--- config.mk ---
export PLATFORM = sky130hd
export DESIGN_NAME = pipe_skid_reg_flat
export DESIGN_NICKNAME = d
export VERILOG_FILES = /design/src/rtl/pipe_skid_reg_pkg.sv /design/src/rtl/pipe_skid_reg_if.sv /design/src/rtl/pipe_skid_reg.sv /design/src/flat_wrapper.sv
export SDC_FILE = /design/constraint.sdc
export NUM_CORES = 1
export LEC_CHECK = 0
export BUFFER_PORTS_ARGS = -buffer_cell sky130_fd_sc_hd__buf_2
export CAP_MARGIN = 20
export CORE_UTILIZATION = 51
export CTS_CLUSTER_DIAMETER = 60
export DETAILED_ROUTE_END_ITERATION = 12
export GPL_TIMING_DRIVEN = 0
export PLACE_DENSITY = 0.84
export SLEW_MARGIN = 20
export SYNTH_ARGS = -nofsm -noshare
export SYNTH_HDL_FRONTEND = slang
export SYNTH_SLANG_ARGS = --single-unit
--- constraint.sdc ---
create_clock -name clk -period 2 [get_ports clk]
set_input_delay 0.1 -clock clk [delete_from_list [all_inputs] [get_ports clk]]
set_output_delay 0.1 -clock clk [all_outputs]
set_load 0.05 [all_outputs]
--- src/rtl/pipe_skid_reg_pkg.sv ---
// Shared types and constants for the pipeline stage register.
// Holds the stage state encoding, the default bubble payload and an occupancy helper.
package pipe_skid_reg_pkg;

  localparam int unsigned DW_DEF = 64;
  localparam int unsigned OCC_W  = 2;

  // RV32I addi x0,x0,0: what an empty or flushed stage shows downstream
  localparam logic [31:0] NOP_INSN = 32'h0000_0013;

  typedef enum logic [1:0] {
    EMPTY = 2'd0,
    ONE   = 2'd1,
    TWO   = 2'd2
  } stage_state_t;

  function automatic logic [OCC_W-1:0] occ_of(input stage_state_t s);
    logic [OCC_W-1:0] n;
    case (s)
      ONE:     n = OCC_W'(1);
      TWO:     n = OCC_W'(2);
      default: n = OCC_W'(0);
    endcase
    return n;
  endfunction

endpackage

--- src/rtl/pipe_skid_reg_if.sv ---
// Valid/ready/data handshake bundle used on both sides of a pipeline stage.
// The producer owns valid/data, the consumer owns ready.
interface pipe_skid_reg_if
  import pipe_skid_reg_pkg::*;
#(
  parameter int unsigned DW = DW_DEF
);

  logic          valid;
  logic          ready;
  logic [DW-1:0] data;

  modport master (output valid, output data, input ready);
  modport slave  (input valid, input data, output ready);

endinterface

--- src/rtl/pipe_skid_reg.sv ---
// Pipeline stage register with optional one-entry skid buffer, flush-to-bubble and freeze.
// SKID=1 breaks the ready path (in ready depends only on local state and hold).
module pipe_skid_reg
  import pipe_skid_reg_pkg::*;
#(
  parameter int unsigned   DW      = DW_DEF,
  parameter bit            SKID    = 1'b1,
  parameter logic [DW-1:0] NOP_VAL = DW'(NOP_INSN)
) (
  input  logic                 clk,
  input  logic                 rst_n,
  input  logic                 flush,
  input  logic                 hold,
  pipe_skid_reg_if.slave       up,
  pipe_skid_reg_if.master      dn,
  output logic [OCC_W-1:0]     occ
);

  stage_state_t  state;
  stage_state_t  state_nxt;
  logic [DW-1:0] main_data;
  logic [DW-1:0] skid_data;

  logic main_valid;
  logic skid_valid;
  logic in_ready;
  logic out_valid;
  logic accept;
  logic take;
  logic load_main_in;
  logic load_main_skid;
  logic load_skid;

  assign up.ready = in_ready;
  assign dn.valid = out_valid;
  assign dn.data  = main_valid ? main_data : NOP_VAL;

  // Handshake qualification and next-state selection
  always_comb begin
    main_valid     = (state != EMPTY);
    skid_valid     = (state == TWO);
    out_valid      = main_valid & ~hold;
    in_ready       = 1'b0;
    state_nxt      = state;
    load_main_in   = 1'b0;
    load_main_skid = 1'b0;
    load_skid      = 1'b0;

    if (SKID) begin
      in_ready = ~skid_valid & ~hold;
    end else begin
      in_ready = (~main_valid | dn.ready) & ~hold;
    end

    accept = up.valid & in_ready;
    take   = out_valid & dn.ready;

    if (flush) begin
      state_nxt = EMPTY;
    end else if (!hold) begin
      case (state)
        EMPTY: begin
          if (accept) begin
            state_nxt    = ONE;
            load_main_in = 1'b1;
          end
        end
        ONE: begin
          if (take && accept) begin
            load_main_in = 1'b1;
          end else if (take) begin
            state_nxt = EMPTY;
          end else if (accept && SKID) begin
            state_nxt = TWO;
            load_skid = 1'b1;
          end
        end
        TWO: begin
          if (take) begin
            state_nxt      = ONE;
            load_main_skid = 1'b1;
          end
        end
        default: state_nxt = EMPTY;
      endcase
    end
  end

  // Storage; skid entry is always older than any beat accepted later
  always_ff @(posedge clk or negedge rst_n) begin
    if (!rst_n) begin
      state     <= EMPTY;
      main_data <= NOP_VAL;
      skid_data <= NOP_VAL;
      occ       <= '0;
    end else begin
      state <= state_nxt;
      occ   <= occ_of(state_nxt);
      if (load_main_in) begin
        main_data <= up.data;
      end else if (load_main_skid) begin
        main_data <= skid_data;
      end
      if (load_skid) begin
        skid_data <= up.data;
      end
    end
  end

endmodule

--- src/flat_wrapper.sv ---
// flat-port wrapper written by rule: the top's interface ports become plain ports
module pipe_skid_reg_flat import pipe_skid_reg_pkg::*;
#(
  parameter int unsigned   DW      = DW_DEF,
  parameter bit            SKID    = 1'b1,
  parameter logic [DW-1:0] NOP_VAL = DW'(NOP_INSN)
)
  (clk, rst_n, flush, hold, occ, up_valid, up_data, up_ready, dn_valid, dn_data, dn_ready);
  pipe_skid_reg_if #(.DW(DW)) up_i ();
  pipe_skid_reg_if #(.DW(DW)) dn_i ();
  input  logic clk;
  input  logic rst_n;
  input  logic flush;
  input  logic hold;
  output logic [OCC_W-1:0] occ;
  input wire logic [$bits(up_i.valid)-1:0] up_valid;
  input wire logic [$bits(up_i.data)-1:0] up_data;
  output wire logic [$bits(up_i.ready)-1:0] up_ready;
  output wire logic [$bits(dn_i.valid)-1:0] dn_valid;
  output wire logic [$bits(dn_i.data)-1:0] dn_data;
  input wire logic [$bits(dn_i.ready)-1:0] dn_ready;
  assign up_i.valid = up_valid;
  assign up_i.data = up_data;
  assign up_ready = up_i.ready;
  assign dn_valid = dn_i.valid;
  assign dn_data = dn_i.data;
  assign dn_i.ready = dn_ready;
  pipe_skid_reg #(.DW(DW), .SKID(SKID), .NOP_VAL(NOP_VAL)) u_core (.clk(clk), .rst_n(rst_n), .flush(flush), .hold(hold), .up(up_i), .dn(dn_i), .occ(occ));
endmodule
==> flow_summary.toml <==
[timing]
max_freq_mhz = 503
period_share_pct = 99.3
maxSlewHeadroom_pct = 59.4
worst_slew_pin_slew_ns = 0.610
post-route-min-period_ns = 1.99
final_max_slew_viol_count = 0
hold_viol = 0
fin_skew_ns = 0.00804
finalSetupViolCount = 0

[global_routing]
globalRouteOverflowTotal = 0
grt_pass1_vias = 5769
grt_max_degree = 80
grt_usage_pct = 28.8
grt_pass1_wl_microns = 28600
antenna_found_initial = 2

[flow_run]
max-cap-violations = 0

[worst_setup_path]
cp_max_fo = 10
cp.arrival_ns = 1.89
cp.required_ns = 1.90
worstSetupEndpointType = "output port"
critPathLaunchType = "flop"
path_class = "reg -> out"

[cells_and_area]
drive_gt1_share_pct = 32.2
syn_to_final_growth_pct = 36.1
nets = 904
final_area_sq_mm = 0.00854

[logic_synthesis]
synth-edff-count = 0
synthArstFlopShare_pct = 100
ys_seq_area_share_pct = 52.8
synth_seq_cells = 132
syn-cell-area_sq_mm = 0.00628
syn_avg_cell_area_sq_um = 10.3
yosysUniqueCellTypes = 33
ys.flop_type = "dfrtp_1"
syn-num-nets = 679
yosys_warnings = 0
syn_inst = 609

[placed_design]
dp_hpwl_microns = 10900
io_buffer_count = 137
placed_cell_area_sq_mm = 0.00718
routabilityCongestion = 0.813

[die]
die_h_microns = 113
io_pins = 138
fp-row-count = 40
core-area_sq_mm = 0.0120
die_w_microns = 113
start_util_pct = 52.2
die_area_sq_mm = 0.0128

[hold_path]
hold_class = "in -> reg"

[status]
status = "completed"

[cts]
root_buffer = "clkbuf_16"
clkLatencyLatePin_ns = 0.42
clk_pin_slew_ns = 0.05
numCtsBuffers = 17
cts-htree-levels = 4
cts_tree = "yes"
clockBufferDepth = 2
clock-sinks = 132

[detailed_routing]
drt_iter0_drc = 437
wl_per_cell_microns = 18.3
post_drt_via_cell_ratio = 5.96
vias = 5941
drc = 0
routed_wl_microns = 18300
antenna_left = 0
firstDrtPassIters = 5

[power_and_ir_drop]
p_leak_nw = 3.93
ir_worst_vdd_uv = 625
p_per_area_mw_per_mm2 = 924
total_power_mw = 7.89
==> cell type report <==
class / count / area [sq um]
buffer: 62 / 314
inverter: 66 / 248
multi-input combinational: 349 / 2470
fill: 852 / 3470
clock buffer: 26 / 489
tap: 147 / 184
sequential: 132 / 3310
antenna: 2 / 5.00
clock inverter: 6 / 30.0
timing repair buffer: 206 / 1480
==> layer usage <==
layer | vias to the layer above | GRT usage, % | part of all wire, %
met3 | 72 | 5.78 | 6.8
met1 | 2842 | 38.2 | 41
met4 | 0 | 15.4 | 3.6
li1 | 2669 | - | -
met5 | - | 0 | 0
met2 | 358 | 44.8 | 48
==> Yosys cell counts, drive strengths merged, types with 2 or more instances <==
cell type  count  area, sq um
nor3           2         26.3
nand3         65          325
o21ai          7         35.0
nor4           2         12.5
a31oi          3         18.8
a21oi          4         20.0
clkbuf        48          180
inv           66          248
mux2          64          721
o311ai        62          543
nor2          64          240
dfstp          6          158
nand4         62          388
buf           14          100
nor2b          4         25.0
dfrtp        126         3150
==> worst max-delay path, stage by stage, from the launching register on <==
cell	delay [ns]
dfrtp_2	0.42
clkbuf_4	0.23
nor2_4	0.05
buf_12	0.14
buf_2	0.18
nor2_1	0.19
buf_4	0.24
==> cell families after synthesis <==
family	after synthesis	synth area share, %
buffers and inverters	128	8.41
flip-flops	132	52.8
AO/OA/AOI/OAI	79	10.2
AND/OR/NAND/NOR	206	17.1
multiplexers	64	11.5
==> sequential cells by signal (all words and copies together) (netlist names) <==
| signal | count |
|---|---|
| u_core.main_data | 64 |
| u_core.skid_data | 64 |
| u_core.occ | 2 |
| u_core.state | 2 |
==> timing repair <==
item	4_1_cts	5_1_grt
resized for setup	28	51
setup buffers	3	0
hold buffers	65	0
setup endpoints to repair	166	109
pin swaps	2	0
hold endpoints to repair	176	0
==> metrics by stage <==
step,instances,setup TNS [ns],util [%],setup slack [ns],hold WS [ns]
after floorplan,609,0,-,0.187,-0.196
after global placement,893,-132.12,59.5,-0.940,0.339
after detailed placement,894,-11.29,59.8,-0.206,0.123
after CTS,994,0,70.5,0.00307,0.0577
after global routing,996,-1.55,71.1,-0.182,0.104
final,996,0,71.1,0.0135,0.0794
==> placed cells by master (no fill, tap or decap), drive strengths merged <==
cell type    instances
dfrtp              126
nand4bb              1
nor2                64
mux2                64
nor4b                1
clkbuf              80
a211oi               1
a31oi                3
or3b                 1
dfstp                6
diode                2
o2111ai              1
nor3b                1
nor2b                4
clkinv               6
dlygate4sd3         65
o21bai               1
a21oi                4
nand2b               1
nor3                 2
nor4bb               1
o311ai              62
nand2                1
buf                149
nand4               62
o21ai                7
nor4                 2
inv                 66
nand3               65
==> final timing paths <==
kind                                            from                   end  slack [ns]  cells after the start
worst max-delay path                 u_core.state[0]           dn_data[47]        0.01                      6
worst min-delay path                        up_valid       u_core.state[0]        0.08                      3
worst max register to register       u_core.state[1]  u_core.main_data[16]        0.05                      6
worst min register to register  u_core.skid_data[41]  u_core.skid_data[41]        0.49                      1
max in group asynchronous                      rst_n  u_core.skid_data[29]        1.09                      3
min in group asynchronous                      rst_n  u_core.main_data[44]        0.23                      2
==> power by group <==
group / switching [mW] / internal (mW) / total [mW] / leakage (nW)
clock network: 1.08 / 1.67 / 2.75 / 0.262
registers: 0.216 / 3.21 / 3.43 / 1.66
logic: 1.06 / 0.660 / 1.72 / 2.01
total: 2.35 / 5.54 / 7.89 / 3.93
Note: power is estimated with default switching activity, not from simulation.
